<file path="src/rtl/axi_grid_mni.sv">
// axi_grid_mni -- master-side network interface of the AXI grid.
//
// Grid AW/W/AR flits arriving at this node are replayed as AXI manager traffic
// onto a single local subordinate. B and R beats are wrapped back into grid
// flits addressed to the slave-side NI that issued the request. One write and
// one read may be outstanding at a time. The two paths are independent.
//
// Ports:
//   clk_i, arst_ni                     clock, asynchronous active-low reset
//   req_o / resp_i                     AXI manager request / subordinate response
//   grid_aw_i/_valid_i/_ready_o        incoming write-address flit
//   grid_w_i/_valid_i/_ready_o         incoming write-data flit
//   grid_ar_i/_valid_i/_ready_o        incoming read-address flit
//   grid_b_o/_valid_o/_ready_i         outgoing write-response flit
//   grid_r_o/_valid_o/_ready_i         outgoing read-data flit

package axi_default_param_pkg;
    typedef logic [3:0]  grid_id_t;
    typedef logic [3:0]  axi_id_t;
    typedef logic [31:0] axi_addr_t;
    typedef logic [31:0] axi_data_t;
    typedef logic [3:0]  axi_strb_t;

    typedef struct packed {
        axi_id_t     id;
        axi_addr_t   addr;
        logic [7:0]  len;
        logic [2:0]  size;
        logic [1:0]  burst;
    } aw_chan_t;

    typedef struct packed {
        axi_data_t   data;
        axi_strb_t   strb;
        logic        last;
    } w_chan_t;

    typedef struct packed {
        axi_id_t     id;
        logic [1:0]  resp;
    } b_chan_t;

    typedef struct packed {
        axi_id_t     id;
        axi_addr_t   addr;
        logic [7:0]  len;
        logic [2:0]  size;
        logic [1:0]  burst;
    } ar_chan_t;

    typedef struct packed {
        axi_id_t     id;
        axi_data_t   data;
        logic [1:0]  resp;
        logic        last;
    } r_chan_t;

    typedef struct packed {
        aw_chan_t    aw;
        logic        aw_valid;
        w_chan_t     w;
        logic        w_valid;
        logic        b_ready;
        ar_chan_t    ar;
        logic        ar_valid;
        logic        r_ready;
    } mni_req_t;

    typedef struct packed {
        logic        aw_ready;
        logic        w_ready;
        b_chan_t     b;
        logic        b_valid;
        logic        ar_ready;
        r_chan_t     r;
        logic        r_valid;
    } mni_resp_t;

    typedef struct packed { grid_id_t src; grid_id_t dst; aw_chan_t payload; } grid_aw_chan_t;
    typedef struct packed { grid_id_t src; grid_id_t dst; w_chan_t  payload; } grid_w_chan_t;
    typedef struct packed { grid_id_t src; grid_id_t dst; b_chan_t  payload; } grid_b_chan_t;
    typedef struct packed { grid_id_t src; grid_id_t dst; ar_chan_t payload; } grid_ar_chan_t;
    typedef struct packed { grid_id_t src; grid_id_t dst; r_chan_t  payload; } grid_r_chan_t;
endpackage

module axi_grid_mni #(
    parameter type req_t          = axi_default_param_pkg::mni_req_t,
    parameter type resp_t         = axi_default_param_pkg::mni_resp_t,
    parameter type grid_id_t      = axi_default_param_pkg::grid_id_t,
    parameter type grid_aw_chan_t = axi_default_param_pkg::grid_aw_chan_t,
    parameter type grid_w_chan_t  = axi_default_param_pkg::grid_w_chan_t,
    parameter type grid_b_chan_t  = axi_default_param_pkg::grid_b_chan_t,
    parameter type grid_ar_chan_t = axi_default_param_pkg::grid_ar_chan_t,
    parameter type grid_r_chan_t  = axi_default_param_pkg::grid_r_chan_t,
    parameter grid_id_t NI_ID     = '0
) (
    input  logic          clk_i,
    input  logic          arst_ni,
    output req_t          req_o,
    input  resp_t         resp_i,
    input  grid_aw_chan_t grid_aw_i,
    input  logic          grid_aw_valid_i,
    output logic          grid_aw_ready_o,
    input  grid_w_chan_t  grid_w_i,
    input  logic          grid_w_valid_i,
    output logic          grid_w_ready_o,
    input  grid_ar_chan_t grid_ar_i,
    input  logic          grid_ar_valid_i,
    output logic          grid_ar_ready_o,
    output grid_b_chan_t  grid_b_o,
    output logic          grid_b_valid_o,
    input  logic          grid_b_ready_i,
    output grid_r_chan_t  grid_r_o,
    output logic          grid_r_valid_o,
    input  logic          grid_r_ready_i
);

    typedef enum logic [1:0] {W_IDLE, W_AW, W_DATA, W_RESP} w_state_e;
    typedef enum logic [1:0] {R_IDLE, R_AR, R_DATA}         r_state_e;

    w_state_e w_state_q, w_state_d;
    r_state_e r_state_q, r_state_d;
    axi_default_param_pkg::aw_chan_t aw_q, aw_d;
    axi_default_param_pkg::ar_chan_t ar_q, ar_d;
    grid_id_t wr_src_q, wr_src_d;
    grid_id_t rd_src_q, rd_src_d;

    logic aw_hs, aw_acc, w_last_hs, b_hs;
    logic ar_hs, ar_acc, r_last_hs;

    // Handshakes are formed from this block's own outputs, which already
    // encode the current state, so each one can only fire in its own state.
    assign aw_hs     = grid_aw_valid_i & grid_aw_ready_o;
    assign aw_acc    = req_o.aw_valid & resp_i.aw_ready;
    assign w_last_hs = req_o.w_valid & resp_i.w_ready & req_o.w.last;
    assign b_hs      = grid_b_valid_o & grid_b_ready_i;
    assign ar_hs     = grid_ar_valid_i & grid_ar_ready_o;
    assign ar_acc    = req_o.ar_valid & resp_i.ar_ready;
    assign r_last_hs = grid_r_valid_o & grid_r_ready_i & resp_i.r.last;

    // The routing check below is the only consumer of the dst fields.
    logic unused_dst;
    assign unused_dst = ^{grid_aw_i.dst, grid_w_i.src, grid_w_i.dst, grid_ar_i.dst};

    // State register.
    // NOTE: the holding registers are reset too so the AW/AR payload driven
    // while idle is a defined '0 rather than X after power-up.
    always_ff @(posedge clk_i or negedge arst_ni) begin
        if (!arst_ni) begin
            w_state_q <= W_IDLE;
            r_state_q <= R_IDLE;
            aw_q      <= '0;
            ar_q      <= '0;
            wr_src_q  <= '0;
            rd_src_q  <= '0;
        end else begin
            // NOTE: non-blocking assignments so every flop samples the
            // pre-edge value of the others, independent of statement order.
            w_state_q <= w_state_d;
            r_state_q <= r_state_d;
            aw_q      <= aw_d;
            ar_q      <= ar_d;
            wr_src_q  <= wr_src_d;
            rd_src_q  <= rd_src_d;
        end
    end

    // Write next-state logic.
    always_comb begin
        // NOTE: every output of this block gets a hold default first; a path
        // that skips an assignment would otherwise infer a latch.
        w_state_d = w_state_q;
        aw_d      = aw_q;
        wr_src_d  = wr_src_q;
        unique case (w_state_q)
            W_IDLE: if (aw_hs) begin
                aw_d      = grid_aw_i.payload;
                wr_src_d  = grid_aw_i.src;
                w_state_d = W_AW;
            end
            W_AW:   if (aw_acc)    w_state_d = W_DATA;
            W_DATA: if (w_last_hs) w_state_d = W_RESP;
            W_RESP: if (b_hs)      w_state_d = W_IDLE;
            default:               w_state_d = W_IDLE;
        endcase
    end

    // Read next-state logic.
    always_comb begin
        r_state_d = r_state_q;
        ar_d      = ar_q;
        rd_src_d  = rd_src_q;
        unique case (r_state_q)
            R_IDLE: if (ar_hs) begin
                ar_d      = grid_ar_i.payload;
                rd_src_d  = grid_ar_i.src;
                r_state_d = R_AR;
            end
            R_AR:   if (ar_acc)    r_state_d = R_DATA;
            R_DATA: if (r_last_hs) r_state_d = R_IDLE;
            default:               r_state_d = R_IDLE;
        endcase
    end

    // Output logic for both FSMs. Payloads are always driven; only the
    // valid/ready strobes depend on state, so they alone need gating.
    always_comb begin
        req_o           = '0;
        req_o.aw        = aw_q;
        req_o.ar        = ar_q;
        req_o.w         = grid_w_i.payload;
        grid_aw_ready_o = 1'b0;
        grid_w_ready_o  = 1'b0;
        grid_ar_ready_o = 1'b0;
        grid_b_valid_o  = 1'b0;
        grid_r_valid_o  = 1'b0;
        grid_b_o.src     = NI_ID;
        grid_b_o.dst     = wr_src_q;
        grid_b_o.payload = resp_i.b;
        grid_r_o.src     = NI_ID;
        grid_r_o.dst     = rd_src_q;
        grid_r_o.payload = resp_i.r;

        unique case (w_state_q)
            W_IDLE: grid_aw_ready_o = 1'b1;
            W_AW:   req_o.aw_valid  = 1'b1;
            W_DATA: begin
                req_o.w_valid  = grid_w_valid_i;
                grid_w_ready_o = resp_i.w_ready;
            end
            W_RESP: begin
                grid_b_valid_o = resp_i.b_valid;
                req_o.b_ready  = grid_b_ready_i;
            end
            default: ;
        endcase

        unique case (r_state_q)
            R_IDLE: grid_ar_ready_o = 1'b1;
            R_AR:   req_o.ar_valid  = 1'b1;
            R_DATA: begin
                grid_r_valid_o = resp_i.r_valid;
                req_o.r_ready  = grid_r_ready_i;
            end
            default: ;
        endcase
    end

`ifdef SIMULATION
    // Misrouted flits are still consumed; this only flags them.
    a_aw_dst: assert property (@(posedge clk_i) disable iff (!arst_ni)
        aw_hs |-> grid_aw_i.dst == NI_ID) else $error("misrouted AW flit");
    a_w_dst: assert property (@(posedge clk_i) disable iff (!arst_ni)
        (grid_w_valid_i & grid_w_ready_o) |-> grid_w_i.dst == NI_ID) else $error("misrouted W flit");
    a_ar_dst: assert property (@(posedge clk_i) disable iff (!arst_ni)
        ar_hs |-> grid_ar_i.dst == NI_ID) else $error("misrouted AR flit");
`endif

endmodule

</file>
<file path="config.mk">
export PLATFORM = sky130hd
export DESIGN_NAME = axi_grid_mni
export DESIGN_NICKNAME = d
export VERILOG_FILES = /design/src/rtl/axi_grid_mni.sv
export SDC_FILE = /design/constraint.sdc
export NUM_CORES = 1
export LEC_CHECK = 0
export BUFFER_PORTS_ARGS = -buffer_cell sky130_fd_sc_hd__buf_2
export CAP_MARGIN = 25
export CORE_AREA = 2 2 166 168
export CTS_BUF_LIST = sky130_fd_sc_hd__clkbuf_4 sky130_fd_sc_hd__clkbuf_8
export CTS_CLUSTER_DIAMETER = 150
export DETAILED_ROUTE_END_ITERATION = 8
export DIE_AREA = 0 0 168 170
export PLACE_DENSITY = 0.46
export REMOVE_ABC_BUFFERS = 1
export SYNTH_ARGS = -nofsm -noshare
export SYNTH_HDL_FRONTEND = slang
export SYNTH_SLANG_ARGS = --single-unit
</file>
<file path="constraint.sdc">
create_clock -name clk_i -period 1.9 [get_ports clk_i]
set_input_delay 0.095 -clock clk_i [delete_from_list [all_inputs] [get_ports clk_i]]
set_output_delay 0.095 -clock clk_i [all_outputs]
set_load 0.05 [all_outputs]
</file>
==> results of run 1 <==
[synth_stat cells, types with 2 or more instances]
master,number
mux2_2,58
buf_2,5
inv_1,3
buf_12,6
dfrtp_1,110
and2_1,4
ha_1,5
nor2b_1,2
mux2_4,49
and3b_2,2
buf_4,90
[area by class of cell]
type,instances,area (um2),share of cell area (%)
Clock inverter,6,68.8,0.934
Multi-Input combinational cell,141,1640,22.2
Inverter,3,11.3,0.153
Clock buffer,10,138,1.87
Timing Repair Buffer,349,2340,31.7
Sequential cell,110,2750,37.3
Tap cell,341,427,5.79
[worst max path at each step]
stage | start | to | slack (ns) | cells past startpoint
2_1_floorplan | w_state_q[0]$_DFFE_PN0P_ | req_o[100]$_DFFE_PN0P_ | -0.82 | 4
5_1_grt | w_state_q[1]$_DFFE_PN0P_ | w_state_q[1]$_DFFE_PN0P_ | 0.06 | 5
3_3_place_gp | w_state_q[0]$_DFFE_PN0P_ | w_state_q[1]$_DFFE_PN0P_ | 0.19 | 4
4_1_cts | w_state_q[1]$_DFFE_PN0P_ | w_state_q[1]$_DFFE_PN0P_ | 0.16 | 4
6_report | w_state_q[1]$_DFFE_PN0P_ | w_state_q[1]$_DFFE_PN0P_ | 0.17 | 4
3_5_place_dp | w_state_q[0]$_DFFE_PN0P_ | w_state_q[1]$_DFFE_PN0P_ | 0.17 | 4
[layer usage]
metal,vias to the layer above,track usage [%],wire [um]
met3,18,19.9,6260
met4,6,3.89,236
li1,1599,-,-
met5,-,8.70,333
met1,1686,12.7,6660
met2,393,23.7,9650
[per-stage QoR]
step	utilization, %	cells	setup slack, ns	TNS [ns]	area (um2)
after CTS	27.7	960	0.162	0	7370
after floorplan	-	254	-0.824	-54.68	4400
after global placement	22.8	836	0.190	0	6080
after global routing	27.7	960	0.0604	0	7370
after detailed placement	22.8	836	0.166	0	6080
final	27.7	960	0.170	0	7370
[cells by family after synthesis]
group           synth area share [%]
other cells                   0.0722
buf+inv                         16.0
mux                             26.7
simple gates                    1.90
fa+ha+maj                       1.20
compound gates                  1.04
flops                           53.0
[registers in the layout, summed over array words and instances (netlist names)]
| name | flops |
|---|---|
| wr_src_q | 4 |
| rd_src_q | 4 |
| req_o | 98 |
| w_state_q | 2 |
| r_state_q | 2 |
[worst register-to-register path, delay by kind of cell, from the launching register on]
family	cells	cell delay, ns
AOI/OAI and AO/OA	2	0.60
DFF	1	0.43
muxes	1	0.38
adders and majority gates	1	0.21
[report_power, final]
part | switching, mW | leakage, nW | total (mW) | internal, mW
Combinational | 5.99 | 2.20 | 8.75 | 2.76
Sequential | 0.622 | 1.29 | 4.16 | 3.54
Clock | 0.880 | 0.103 | 1.54 | 0.657
==> out/results.txt, run 1 <==
post-CTS resize count = 0
Worst Path Buf+Inv = 0
I/O pins = 422
DRT Pass-1 Iters = 4
root buf cell = clkbuf_8
Max-slew headroom = 57.2%
hold path depth = 3
die footprint = 28600 um2
Yosys Warn Count = 0
Post-synth ARST share = 100%
RR Startpoint = w_state_q[1]$_DFFE_PN0P_
CTS tree = yes
Power Density = 1960 nW/um2
startpoint types = register
max incr delay on CP = 0.45 ns
Buffers on Ports = 237
# rows = 60
CP arrival = 2.01 ns
CP Capture Type = register
Hold WS = 0.0654 ns
Final period util = 91.1%
Slew Viols, Final = 0
Max VDD drop = 1.02 mV
FF-to-FF End = w_state_q[1]$_DFFE_PN0P_
Total GRT Usage = 16.0%
status = complete, no violations
hold_buf cts = 108
vias = 3702
HP Start = resp_i[0]
register-to-register setup slack = 0.17 ns
Synth cell types = 25
Required @ worst endpoint = 2.18 ns
Worst R2R Path Depth = 4
vias per inst = 3.86
Worst-Margin Slew = 0.642 ns
die height = 170 um
leading cell type in the layout, fill and taps excluded = buf_2
register bit count reported by yosys = 110
largest net degree at the start of global routing = 111
RSZ-0062 raised after global routing = false
final period demand of the worst path = 1.73 ns
GRT overflow = 0
RD Place Congestion = 0.784
clk buf depth = 2
first-pass GRT wire length = 30.9 mm
Avg Inst Size Synth = 14.9 um2
slowest CP cell = a2111oi_2
cell taking the most area after synthesis = dfrtp_1
crit path kind = register to register
most frequent cells in the layout = buf_2 (236), dfrtp_1 (110), dlygate4sd3_1 (108)
Fmax = 578 MHz
crit-path cells = ha_1, a21boi_0, a2111oi_2, mux2_2
layout cells sized above 1 = 59.9%
number of synthesized flops with an enable pin = 0
Final nets = 835
# DRC = 0
Hold Path End = r_state_q[1]$_DFFE_PN0P_
Seq/Total Area, Yosys = 53.0%
Post-Syn Area = 5190 um2
CTS Buf Count = 9
WL final = 23.1 mm
leak pwr = 3.60 nW
Horiz. Die Dim = 168 um
HP Class = input pin to register
Final setup viols = 0
final hold violation count = 0
worst-case clock skew = 0.0139 ns
H-tree Lvls = 3
worst skew pair latency = 0.38 ns
Crit path max-delay family = compound AO/OA/AOI/OAI gates
Synth Flop Type = dfrtp_1
Wirelength per Cell = 24.1 um
vias in the first global route = 3790
Post-Synthesis Cells = 348
number of clock sinks = 110
n_diodes = 0
max cap viols = 0
Post-CTS Setup Repair Bufs = 0
CP max FO = 4
core area = 26700 um2
post-DP HPWL = 18.3 mm
Starting Density = 19.5%
Yosys top cell area share = 53.0%
Area contributors post-synth = dfrtp_1 (53%), mux2_4 (14%), buf_4 (13%)
Power, Total = 14.4 mW
Area Growth Syn to Fin = 42.0%
clk slew on worst S/H paths = 0.12 ns
DRT iter0 DRCs = 104
fillers = 2744
Post-DRT Antenna Nets = 0
antenna violations before repair = 0
(Power assumes the default switching activity.)
==> run 2, diff against run 1 <==
==> constraint.sdc (replaced) <==
create_clock -name clk_i -period 1.9 [get_ports clk_i]
set_input_delay 0.19 -clock clk_i [delete_from_list [all_inputs] [get_ports clk_i]]
set_output_delay 0.19 -clock clk_i [all_outputs]
set_load 0.05 [all_outputs]
==> out/results.txt, run 2 (synthesis results as in run 1) <==
die height = 170 um (unchanged)
final period demand of the worst path = 1.72 ns (was 1.73 ns)
RSZ-0062 raised after global routing = false (unchanged)
Horiz. Die Dim = 168 um (unchanged)
FF-to-FF End = w_state_q[1]$_DFFE_PN0P_ (unchanged)
HP Class = input pin to register (unchanged)
Fmax = 580 MHz (was 578 MHz)
crit path kind = register to register (unchanged)
HP Start = grid_ar_i[36] (was resp_i[0])
CP max FO = 4 (unchanged)
n_diodes = 0 (unchanged)
die footprint = 28600 um2 (unchanged)
leading cell type in the layout, fill and taps excluded = buf_2 (unchanged)
antenna violations before repair = 0 (unchanged)
RR Startpoint = w_state_q[1]$_DFFE_PN0P_ (unchanged)
H-tree Lvls = 3 (unchanged)
layout cells sized above 1 = 61.7% (was 59.9%)
I/O pins = 422 (unchanged)
Clk pwr share = 10.8% (was 10.6%)
register-to-register setup slack = 0.18 ns (was 0.17 ns)
Final period util = 90.7% (was 91.1%)
Layout Utilization = 27.0% (was 27.7%)
Post-DRT Antenna Nets = 0 (unchanged)
TNS Setup = 0 ns (unchanged)
vias in the first global route = 3676 (was 3790)
DRT Pass-1 Iters = 4 (unchanged)
Logic pwr share = 60.5% (about the same)
share of total power in sequential cells = 28.7% (was 28.8%)
clk buf depth = 2 (unchanged)
Power Density = 2000 nW/um2 (was 1960 nW/um2)
FF/Latch Area = 2750 um2 (unchanged)
Max-slew headroom = 58.9% (was 57.2%)
Final setup viols = 0 (unchanged)
core area = 26700 um2 (unchanged)
fillers = 2773 (was 2744)
CTS Buf Count = 9 (unchanged)
vias per inst = 3.85 (was 3.86)
Buffers on Ports = 237 (unchanged)
post-CTS resize count = 0 (unchanged)
clk slew on worst S/H paths = 0.12 ns (about the same)
first-pass GRT wire length = 30.3 mm (was 30.9 mm)
WL final = 22.8 mm (was 23.1 mm)
Required @ worst endpoint = 2.19 ns (was 2.18 ns)
largest net degree at the start of global routing = 111 (unchanged)
DRT iter0 DRCs = 150 (was 104)
multi-input logic area = 1640 um2 (unchanged)
Final nets = 819 (was 835)
root buf cell = clkbuf_8 (unchanged)
Starting Density = 19.5% (unchanged)
final hold violation count = 0 (unchanged)
most frequent cells in the layout = buf_2 (236), dfrtp_1 (110), dlygate4sd3_1 (91) (was buf_2 (236), dfrtp_1 (110), dlygate4sd3_1 (108))
CP Capture Type = register (unchanged)
CP arrival = 2.01 ns (about the same)
worst skew pair latency = 0.39 ns (was 0.38 ns)
GRT overflow = 0 (unchanged)
Slew Viols, Final = 0 (unchanged)
Net Sw Frac = 52.0% (was 51.8%)
# DRC = 0 (unchanged)
Internal = 6.92 mW (was 6.96 mW)
max cap viols = 0 (unchanged)
number of clock sinks = 110 (unchanged)
Worst-Margin Slew = 0.617 ns (was 0.642 ns)
vias = 3633 (was 3702)
startpoint types = register (unchanged)
switching power = 7.51 mW (was 7.49 mW)
Wirelength per Cell = 24.1 um (about the same)
Crit. Startpoint = w_state_q[1]$_DFFE_PN0P_ (unchanged)
Max VDD drop = 0.891 mV (was 1.02 mV)
worst-case clock skew = 0.0167 ns (was 0.0139 ns)
RD Place Congestion = 0.796 (was 0.784)
leak pwr = 3.53 nW (was 3.60 nW)
status = complete, no violations (unchanged)
Area Growth Syn to Fin = 38.8% (was 42.0%)
post-DP HPWL = 18.3 mm (about the same)
Total GRT Usage = 15.8% (was 16.0%)
max reg flops = 98 (unchanged)
# rows = 60 (unchanged)
hold path depth = 2 (was 3)
Hold Path End = req_o[38]$_DFFE_PN0P_ (was r_state_q[1]$_DFFE_PN0P_)
Worst R2R Path Depth = 4 (unchanged)
CTS tree = yes (unchanged)
-- run 2: repair_timing --
item	4_1_cts	5_1_grt
endpoints found under the hold margin	199	1
hold buffers	90	1
buffers inserted	0	0
-- run 2: cell type report --
type / count / area share (%)
clock inverter: 7 / 1.13
multi-input combinational: 141 / 22.7
tap: 341 / 5.92
inverter: 3 / 0.156
sequential: 110 / 38.2
clock buffer: 9 / 1.72
timing repair buffer: 333 / 30.2
-- run 2: power groups by stage --
stage	Sequential [mW]	Combinational, mW	Clock, mW
CTS	4.14	8.79	1.66
global route	4.32	9.08	1.76
detailed placement	4.16	8.66	0
global placement	4.17	8.63	0
floorplan	8.28	2.53	0
finish	4.15	8.73	1.55
-- run 2: per-layer routing --
metal  up-vias  GRT usage [%]  part of all wire [%]
met2       386           22.6                    41
met5         -           9.74                   2.0
met4         8           4.12                   1.3
li1       1568              -                     -
met1      1643           13.3                    29
met3        28           19.2                    26
-- run 2: worst max path at each step --
stage / to / slack [ns] / cells past startpoint
after floorplan: req_o[100]$_DFFE_PN0P_ / -0.82 / 4
after global placement: w_state_q[1]$_DFFE_PN0P_ / 0.19 / 4
after detailed placement: w_state_q[1]$_DFFE_PN0P_ / 0.17 / 4
after CTS: req_o[52] / 0.13 / 4
after global routing: req_o[52] / 0.04 / 4
final: w_state_q[1]$_DFFE_PN0P_ / 0.18 / 4
-- run 2: per-stage QoR --
| step | hold WS [ns] | instances | setup slack, ns | instance area, um2 | total power [mW] |
|---|---|---|---|---|---|
| global placement | 0.337 | 837 | 0.192 | 6090 | 12.8 |
| CTS | 0.00000919 | 943 | 0.127 | 7200 | 14.6 |
| detailed placement | 0.336 | 837 | 0.175 | 6090 | 12.8 |
| floorplan | -0.106 | 254 | -0.824 | 4400 | 10.8 |
| global route | 0.00824 | 944 | 0.0437 | 7210 | 15.2 |
| finish | 0.0401 | 944 | 0.176 | 7210 | 14.4 |
-- run 2: critical path: stages (launching register included) --
cell and delay (ns):
dfrtp_1 0.43, ha_1 0.22, a21boi_0 0.16, a2111oi_2 0.44, mux2_2 0.38
